[src/rtl/dfi_bist_seq_ctrl_v1_0.sv]
// Step sequencer for the DFI BIST top: load config, clear checker, run, stop, grade, repeat per table entry.
// Optional SEQ_ERR_STOP_EN: end the sequence at the first step whose CHECK records a failure.
module dfi_bist_seq_ctrl_v1_0 #(
   parameter int                      NUM_STEPS    = 4,
   parameter logic [NUM_STEPS*22-1:0] STEP_CFG     = '0,
   parameter logic [23:0]             RUN_CYCLES   = 24'd1000000,
   parameter int                      SETTLE_CYC   = 16,
   parameter int                      STOP_TIMEOUT = 4096
) (
   input  logic                 core_clk,
   input  logic                 core_clk_rst_n,
   input  logic                 seq_start,
   input  logic                 seq_abort,
   input  logic                 ddrphy_init_done,
   input  logic                 bist_run_led,
   input  logic [7:0]           err_cnt,
   input  logic                 err_flag_led,
   output logic [1:0]           wr_mode,
   output logic [1:0]           data_mode,
   output logic                 len_random_en,
   output logic [3:0]           fix_wr_len,
   output logic [3:0]           read_repeat_num,
   output logic                 data_order,
   output logic [7:0]           dq_inversion,
   output logic                 bist_stop,
   output logic                 manu_clear,
   output logic [3:0]           step_idx,
   output logic [NUM_STEPS-1:0] fail_mask,
   output logic                 seq_busy,
   output logic                 seq_done,
   output logic                 seq_pass,
   output logic                 seq_timeout,
   output logic [2:0]           seq_state
);

   localparam logic [2:0] S_IDLE      = 3'd0;
   localparam logic [2:0] S_WAIT_INIT = 3'd1;
   localparam logic [2:0] S_LOAD      = 3'd2;
   localparam logic [2:0] S_SETTLE    = 3'd3;
   localparam logic [2:0] S_RUN       = 3'd4;
   localparam logic [2:0] S_STOP      = 3'd5;
   localparam logic [2:0] S_CHECK     = 3'd6;
   localparam logic [2:0] S_DONE      = 3'd7;

   localparam logic [23:0] SETTLE_LAST = 24'(SETTLE_CYC - 1);
   localparam logic [23:0] RUN_LAST    = RUN_CYCLES - 24'd1;
   localparam logic [23:0] TMO_LAST    = 24'(STOP_TIMEOUT - 1);
   localparam logic [3:0]  LAST_STEP   = 4'(NUM_STEPS - 1);

   // Table padded to 16 entries so the 4-bit step index addresses it directly.
   logic [21:0] cfg_tab [16];
   for (genvar g = 0; g < 16; g++) begin : g_tab
      if (g < NUM_STEPS) begin : g_used
         assign cfg_tab[g] = STEP_CFG[22*g +: 22];
      end else begin : g_pad
         assign cfg_tab[g] = '0;
      end
   end

   logic [2:0]  state_q, state_d;
   logic [23:0] cnt_q, cnt_d;
   logic [3:0]  step_q, step_d;
   logic [15:0] fail_q, fail_d;
   logic [21:0] cfg_q, cfg_d;
   logic [2:0]  clr_q, clr_d;
   logic        stop_q, stop_d;
   logic        busy_q, busy_d;
   logic        done_q, done_d;
   logic        pass_q, pass_d;
   logic        tmo_q, tmo_d;
   logic        abort_q, abort_d;
   logic        abort_req;
   logic        stop_exit;
   logic        step_err;

   // Loss of PHY init while a sequence owns the BIST is handled exactly like an abort.
   assign abort_req = seq_abort | ~ddrphy_init_done;
   assign step_err  = (err_cnt != '0) | err_flag_led;

   always_comb begin
      state_d   = state_q;
      cnt_d     = cnt_q + 24'd1;
      step_d    = step_q;
      fail_d    = fail_q;
      cfg_d     = cfg_q;
      busy_d    = busy_q;
      done_d    = done_q;
      pass_d    = pass_q;
      tmo_d     = tmo_q;
      abort_d   = abort_q;
      stop_exit = 1'b0;
      case (state_q)
         S_IDLE, S_DONE: begin
            if (seq_start && !seq_abort) begin
               state_d = S_WAIT_INIT;
               cnt_d   = '0;
               step_d  = '0;
               fail_d  = '0;
               done_d  = 1'b0;
               pass_d  = 1'b0;
               tmo_d   = 1'b0;
               abort_d = 1'b0;
               busy_d  = 1'b1;
            end
         end
         S_WAIT_INIT: begin
            if (seq_abort) begin
               state_d = S_STOP;
               abort_d = 1'b1;
               cnt_d   = '0;
            end else if (ddrphy_init_done) begin
               state_d = S_LOAD;
               cnt_d   = '0;
            end
         end
         S_LOAD: begin
            cfg_d = cfg_tab[step_q];
            cnt_d = '0;
            if (abort_req) begin
               state_d = S_STOP;
               abort_d = 1'b1;
            end else begin
               state_d = S_SETTLE;
            end
         end
         S_SETTLE: begin
            if (abort_req) begin
               state_d = S_STOP;
               abort_d = 1'b1;
               cnt_d   = '0;
            end else if (cnt_q == SETTLE_LAST) begin
               state_d = S_RUN;
               cnt_d   = '0;
            end
         end
         S_RUN: begin
            if (abort_req) begin
               state_d = S_STOP;
               abort_d = 1'b1;
               cnt_d   = '0;
            end else if (cnt_q == RUN_LAST) begin
               state_d = S_STOP;
               cnt_d   = '0;
            end
         end
         S_STOP: begin
            // cnt_q != 0 enforces two STOP cycles so bist_run_led reflects the stop request.
            if (abort_req) abort_d = 1'b1;
            if (cnt_q != '0 && !bist_run_led) begin
               stop_exit = 1'b1;
            end else if (cnt_q == TMO_LAST) begin
               stop_exit      = 1'b1;
               tmo_d          = 1'b1;
               fail_d[step_q] = 1'b1;
            end
            if (stop_exit) begin
               cnt_d   = '0;
               state_d = abort_d ? S_DONE : S_CHECK;
            end
         end
         S_CHECK: begin
            cnt_d = '0;
            if (step_err) fail_d[step_q] = 1'b1;
            if (abort_req) begin
               abort_d = 1'b1;
               state_d = S_DONE;
            end else if (step_q == LAST_STEP) begin
               state_d = S_DONE;
`ifdef SEQ_ERR_STOP_EN
            end else if (fail_d[step_q]) begin
               state_d = S_DONE;
`else
`endif
            end else begin
               step_d  = step_q + 4'd1;
               state_d = S_LOAD;
            end
         end
         default: state_d = S_IDLE;
      endcase
      if (state_d == S_DONE && state_q != S_DONE) begin
         busy_d = 1'b0;
         done_d = 1'b1;
         pass_d = (fail_d == '0) & ~abort_d;
      end
   end

   // bist_stop is registered from the next state so it is low exactly while the FSM sits in RUN.
   assign stop_d = (state_d != S_RUN);

   always_comb begin
      clr_d = clr_q;
      if (state_d == S_LOAD && state_q != S_LOAD) clr_d = 3'd4;
      else if (clr_q != '0)                       clr_d = clr_q - 3'd1;
   end

   always_ff @(posedge core_clk or negedge core_clk_rst_n) begin
      if (!core_clk_rst_n) begin
         state_q <= S_IDLE;
         cnt_q   <= '0;
         step_q  <= '0;
         fail_q  <= '0;
         cfg_q   <= '0;
         clr_q   <= '0;
         stop_q  <= 1'b1;
         busy_q  <= 1'b0;
         done_q  <= 1'b0;
         pass_q  <= 1'b0;
         tmo_q   <= 1'b0;
         abort_q <= 1'b0;
      end else begin
         state_q <= state_d;
         cnt_q   <= cnt_d;
         step_q  <= step_d;
         fail_q  <= fail_d;
         cfg_q   <= cfg_d;
         clr_q   <= clr_d;
         stop_q  <= stop_d;
         busy_q  <= busy_d;
         done_q  <= done_d;
         pass_q  <= pass_d;
         tmo_q   <= tmo_d;
         abort_q <= abort_d;
      end
   end

   assign {wr_mode, data_mode, len_random_en, fix_wr_len,
           read_repeat_num, data_order, dq_inversion} = cfg_q;
   assign bist_stop   = stop_q;
   assign manu_clear  = (clr_q != '0);
   assign step_idx    = step_q;
   assign fail_mask   = fail_q[NUM_STEPS-1:0];
   assign seq_busy    = busy_q;
   assign seq_done    = done_q;
   assign seq_pass    = pass_q;
   assign seq_timeout = tmo_q;
   assign seq_state   = state_q;

endmodule

[config.mk]
export PLATFORM = sky130hd
export DESIGN_NAME = dfi_bist_seq_ctrl_v1_0
export DESIGN_NICKNAME = d
export VERILOG_FILES = /design/src/rtl/dfi_bist_seq_ctrl_v1_0.sv
export SDC_FILE = /design/constraint.sdc
export NUM_CORES = 1
export LEC_CHECK = 0
export ABC_AREA = 1
export CORE_MARGIN = 2
export CORE_UTILIZATION = 60
export DETAILED_ROUTE_END_ITERATION = 8
export DONT_BUFFER_PORTS = 1
export PLACE_DENSITY = 0.73
export SLEW_MARGIN = 40
export SYNTH_ARGS = -nofsm -noshare
export SYNTH_HDL_FRONTEND = slang
export SYNTH_SLANG_ARGS = --single-unit
[constraint.sdc]
create_clock -name core_clk -period 2.2 [get_ports core_clk]
set_input_delay 0.44 -clock core_clk [delete_from_list [all_inputs] [get_ports core_clk]]
set_output_delay 0.44 -clock core_clk [all_outputs]
set_load 0.01 [all_outputs]
==> results.sh, run 1 <==
export IMPL_drc=0
export IMPL_wire_per_inst_um=12.5
export IMPL_dp_hpwl_um=5000
export IMPL_ys_warnings_count=0
export IMPL_wl_um=6830
export IMPL_grt_antenna_before_repair=0
export IMPL_fin_crit_sh_pct=92.1
export IMPL_clkLatencyLatePin_ns=0.31
export IMPL_hold_violations=0
export IMPL_grt_max_degree=57
export IMPL_tns_ns=0
export IMPL_crit_fanout=5
export IMPL_synth_main_ff_cell="dfrtp_1"
export IMPL_cts_buffers=5
export IMPL_n_antenna_cell=0
export IMPL_viasPerCell=5.14
export IMPL_dr_pass1_iters=5
export IMPL_grt_most_used_layer="met2"
export IMPL_p_per_area_nw_per_um2=1040
export IMPL_ioPinCount=54
export IMPL_setup_viol=0
export IMPL_grt_use_total_pct=21.9
export IMPL_use_met2_pct=35.3
export IMPL_die_area_um2=6590
export IMPL_p_leak_uw=0.00184
export IMPL_drtIter0Drc=150
export IMPL_min_period_ns=2.03
export IMPL_critPathRequiredTime_ns=2.41
export IMPL_synthCells=465
export IMPL_grt_pass1_wl_um=11200
export IMPL_synth_edf_count=0
export IMPL_fp_row_count=28
export IMPL_synthDistinctLibCells=42
export IMPL_use_met3_pct=5.00
export IMPL_hold_path_class="primary input to flip-flop"
export IMPL_yosysMostFrequentCell="nor2_1"
export IMPL_endpoint_kind="flip-flop"
export IMPL_syn2layout_area_growth_pct=3.61
export IMPL_drv_slew=0
export IMPL_r2r_slack_ns=0.17
export IMPL_netlist_area_um2=3570
export IMPL_worst_slack_ns=0.175
export IMPL_ir_drop_mv=0.690
export IMPL_ctsRootBufferMaster="clkbuf_8"
export IMPL_fill_cells=523
export IMPL_drive_gt1_share_pct=12.6
export IMPL_vias=2797
export IMPL_clk_pin_slew_ns=0.10
export IMPL_die_h_um=81.2
export IMPL_cp_start_kind="flip-flop"
export IMPL_cp_arrival_ns=2.23
export IMPL_synth_async_reset_ratio_pct=100
export IMPL_layout_nets=491
export IMPL_postRouteAntennaNets=0
export IMPL_die_w_um=81.2
export IMPL_grt_util_met1_pct=29.5
export IMPL_critPathKind="flip-flop to flip-flop"
export IMPL_grt_overflow=0
export IMPL_ff2ff_path_depth=11
export IMPL_htreeDepth=2
export IMPL_core_um2=5850
export IMPL_maxCapViolations=0
export IMPL_start_util_pct=61.1
export IMPL_max_freq_mhz=494
export IMPL_grt_pass1_vias=2504
export IMPL_synth_seq_cells=56
export IMPL_port_buffers=0
export IMPL_avgSynthCellArea_um2=7.68
export IMPL_min_path_cells=2
export IMPL_dp_slack_ns=0.136
export IMPL_gp_congestion=0.893
export IMPL_clockBufferDepth=2
export IMPL_status="finished clean"
export IMPL_clock_sinks=56
export IMPL_p_total_uw=3850
export IMPL_fin_worst_skew_ns=0.00767
export IMPL_cts_tree="yes"
export IMPL_ys_seq_area_share_pct=39.3
export IMPL_synthTopCellsByCount="nor2_1, nand2_1, inv_1, dfrtp_1, buf_4"
export IMPL_yosysTopAreaCell="dfrtp_1"
export IMPL_synth_top_area_share_pct=38.5
export IMPL_synth_area_leaders="dfrtp_1, nor2_1, nand2_1, inv_1, buf_4"
-- power by group --
part | internal, uW | total [uW] | switching, uW
registers | 1280 | 1530 | 257
logic | 597 | 1720 | 1130
clock network | 252 | 589 | 337
-- flip-flops by register name (all words and copies together), names as in the netlist --
register / count
step_idx: 4
seq_timeout: 1
seq_pass: 1
seq_busy: 1
seq_done: 1
fail_q: 16
seq_state: 3
cnt_q: 24
bist_stop: 1
clr_q: 3
abort_q: 1
-- worst max-delay path, stage by stage (launching register included) --
cell	delay (ns)
dfrtp_1	0.47
ha_1	0.25
nand2_1	0.14
nand2_1	0.08
o21ai_0	0.14
o21ai_0	0.12
nor2_1	0.14
nand4_2	0.18
nand3_2	0.19
nor2_1	0.07
nand3_1	0.08
nand2_1	0.05
-- layout make-up --
class | instances | area (um^2) | area share (%)
clock inverters | 2 | 10.0 | 0.270
flip-flops and latches | 56 | 1400 | 37.9
multi-input cells | 334 | 1780 | 48.1
clock buffers | 6 | 82.6 | 2.23
inverters | 65 | 251 | 6.80
well taps | 75 | 93.8 | 2.54
repair buffers | 6 | 80.1 | 2.16
-- kinds of logic after synthesis --
logic type / count (synthesis) / synth area share (%)
flops: 56 / 39.3
simple gates: 253 / 33.4
compound gates: 34 / 6.09
other cells: 1 / 0.105
xor+xnor: 17 / 4.17
buf+inv: 96 / 14.2
fa+ha+maj: 8 / 2.80
-- routing by layer --
layer,vias up,part of all wire (%)
met5,-,0
met4,0,1.4
met3,6,5.7
met2,67,48
met1,1312,45
li1,1412,-
-- final timing paths --
kind                           startpoint         end
setup / recovery              step_idx[1]    seq_pass
hold / removal                  seq_abort     abort_q
setup reg to reg              step_idx[1]    seq_pass
hold reg to reg                fail_q[13]  fail_q[13]
max in group asynchronous  core_clk_rst_n   bist_stop
min in group asynchronous  core_clk_rst_n    cnt_q[5]
-- through the flow --
stage               cell area [um^2]  std cells  hold slack (ns)  util [%]
floorplan                       3650        486            0.144         -
global placement                3530        534            0.146      60.4
detailed placement              3530        534            0.146      60.4
CTS                             3660        544            0.356      62.6
global route                    3700        544            0.385      63.3
finish                          3700        544            0.359      63.3
-- layout by cell type, fill, tap and decap left out, types with 2 or more instances in the layout --
master,synthesis,layout
inv_1,60,60
nand2_2,8,8
dfrtp_1,55,55
nor3b_1,3,3
inv_2,3,3
clkinv_2,0,2
nand4_1,11,11
nor2_1,91,90
conb_1,1,22
nor2_2,10,11
o22ai_1,2,2
o21ai_0,9,9
xnor2_1,7,7
ha_1,8,7
nand2_1,80,80
nand2_4,2,2
nor3_4,0,3
xor2_1,10,10
nor2_4,3,3
nand3_1,21,19
a21oi_1,14,14
buf_4,28,3
o211ai_1,2,2
nand3_2,3,5
nor3_1,9,9
clkbuf_8,1,6
nor4_1,4,4
-- repair_timing --
action / in CTS / in global routing
buffers inserted: 0 / 0
endpoints found under the hold margin: 56 / 0
endpoints found under the setup margin: 0 / 28
resized for setup: 0 / 8
hold buffers: 2 / 0
(Power assumes the default switching activity.)
==> run 2, diff against run 1 <==
Clock period 2.2 ns to 2.1 ns, I/O delays scaled along.
==> run 2 against run 1 <==
  * First-iteration DRC count shrank 20%
  * Sequential share of layout area shrank 1.1 points
  * Final area grew 3.1%
  * Global-route usage grew 0.60 points
==> results.sh, run 2 (synthesis gave the netlist of run 1 again) <==
export IMPL_status="finished clean"
export IMPL_p_per_area_nw_per_um2=1080
export IMPL_ir_drop_mv=0.634
export IMPL_largest_register_ffs=24
export IMPL_htreeDepth=2
export IMPL_drive_gt1_share_pct=14.8
export IMPL_worstHoldStart="seq_abort"
export IMPL_gp_congestion=0.903
export IMPL_cp_top_family="simple AND/OR/NAND/NOR gates"
export IMPL_setup_viol=0
export IMPL_critPathKind="flip-flop to flip-flop"
export IMPL_start_util_pct=61.1
export IMPL_p_leak_uw=0.00189
export IMPL_syn2layout_area_growth_pct=6.80
export IMPL_final_util_pct=65.2
export IMPL_holdPathEnd="abort_q"
export IMPL_cts_buffers=5
export IMPL_dp_hpwl_um=5160
export IMPL_hold_violations=0
export IMPL_ctsRootBufferMaster="clkbuf_8"
export IMPL_path_cells="buf_4, inv_1, ha_1, nand2_1, nor2_1, nand3_1, nand2_2, nand2_1, nand2_1, nand4_1, nand3_2, nor2_1, nand3_1, nand2_1"
export IMPL_fill_cells=537
export IMPL_vias=2838
export IMPL_min_path_cells=2
export IMPL_cts_tree="yes"
export IMPL_clockBufferDepth=2
export IMPL_die_w_um=81.2
export IMPL_min_period_ns=2.03
export IMPL_p_total_uw=4130
export IMPL_grt_use_total_pct=22.5
export IMPL_port_buffers=0
export IMPL_grt_pass1_wl_um=11700
export IMPL_viasPerCell=5.12
export IMPL_n_antenna_cell=0
export IMPL_rsz0062_at_grt="true"
export IMPL_regMostFlops="cnt_q"
export IMPL_cp_num_buf_inv=2
export IMPL_tns_ns=0
export IMPL_clkLatencyLatePin_ns=0.31
export IMPL_fin_crit_sh_pct=96.9
export IMPL_wire_per_inst_um=12.8
export IMPL_grt_max_degree=57
export IMPL_core_um2=5850
export IMPL_drtIter0Drc=120
export IMPL_ioPinCount=54
export IMPL_crit_fanout=4
export IMPL_endpoint_kind="flip-flop"
export IMPL_clk_pin_slew_ns=0.10
export IMPL_layout_nets=502
export IMPL_layout_common_cells="nor2_1, nand2_1, inv_1"
export IMPL_r2r_slack_ns=0.07
export IMPL_clock_sinks=56
export IMPL_cp_common_cell="nand2_1"
export IMPL_die_area_um2=6590
export IMPL_critPathRequiredTime_ns=2.31
export IMPL_crit_path_top_delay_cell="dfrtp_1"
export IMPL_max_freq_mhz=491
export IMPL_drv_slew=0
export IMPL_layout_commonest_cell="nor2_1"
export IMPL_cp_arrival_ns=2.24
export IMPL_fin_worst_skew_ns=0.0124
export IMPL_ff2ff_path_depth=14
export IMPL_grt_overflow=0
export IMPL_r2r_end="seq_pass"
export IMPL_hold_ws_ns=0.349
export IMPL_postRouteAntennaNets=0
export IMPL_hold_path_class="primary input to flip-flop"
export IMPL_maxCapViolations=0
export IMPL_drc=0
export IMPL_fp_row_count=28
export IMPL_grt_antenna_before_repair=0
export IMPL_r2r_start="cnt_q[0]"
export IMPL_grt_pass1_vias=2557
export IMPL_max_stage_delay_ns=0.43
export IMPL_cp_start_kind="flip-flop"
export IMPL_die_h_um=81.2
export IMPL_wl_um=7070
export IMPL_dr_pass1_iters=4
==> run 2: worst max path at each step <==
stage / from / endpoint / cells past startpoint
floorplan: cnt_q[0] / seq_pass / 15
global placement: cnt_q[0] / seq_pass / 11
detailed placement: cnt_q[0] / seq_pass / 11
CTS: cnt_q[0] / seq_pass / 14
global route: cnt_q[0] / seq_pass / 14
finish: cnt_q[0] / seq_pass / 14
==> run 2: power by group <==
group	internal [uW]	leakage, uW	switching (uW)
sequential	1340	0.000742	237
clock	227	0.0000400	344
combinational	728	0.00111	1260
total	2290	0.00189	1840
==> run 2: per-layer routing <==
layer  track usage, %  part of all wire (%)  vias to the layer above  wire length (um)
li1                 -                     -                     1434                 -
met1             29.8                    47                     1341              3290
met2             37.7                    48                       54              3420
met3             4.89                   3.9                        9               278
met4             5.25                   1.1                        0                80
met5                0                     0                        -                 0
==> run 2: cell type report <==
cell class / instances / area, um^2 / share of cell area (%)
clock buffer: 5 / 68.8 / 1.80
clock inverter: 2 / 12.5 / 0.328
inverter: 65 / 251 / 6.59
multi-input combinational: 334 / 1820 / 47.8
sequential: 56 / 1400 / 36.8
tap: 75 / 93.8 / 2.46
timing repair buffer: 17 / 163 / 4.26
==> run 2: per-stage QoR <==
step	cells	cell area [um^2]	worst slack, ns
2_1_floorplan	486	3650	0.335
3_3_place_gp	538	3560	0.136
4_1_cts	547	3690	0.0446
6_report	554	3810	0.0654
5_1_grt	554	3810	-0.0641
3_5_place_dp	538	3560	0.0212
==> run 2: repair_timing <==
action                                 4_1_cts  5_1_grt
resized for setup                            1       14
pin swaps                                    0        5
endpoints found under the hold margin       56        0
setup buffers                                0        7
setup endpoints to repair                    1       29
hold buffers                                 2        0
cloned                                       0        0
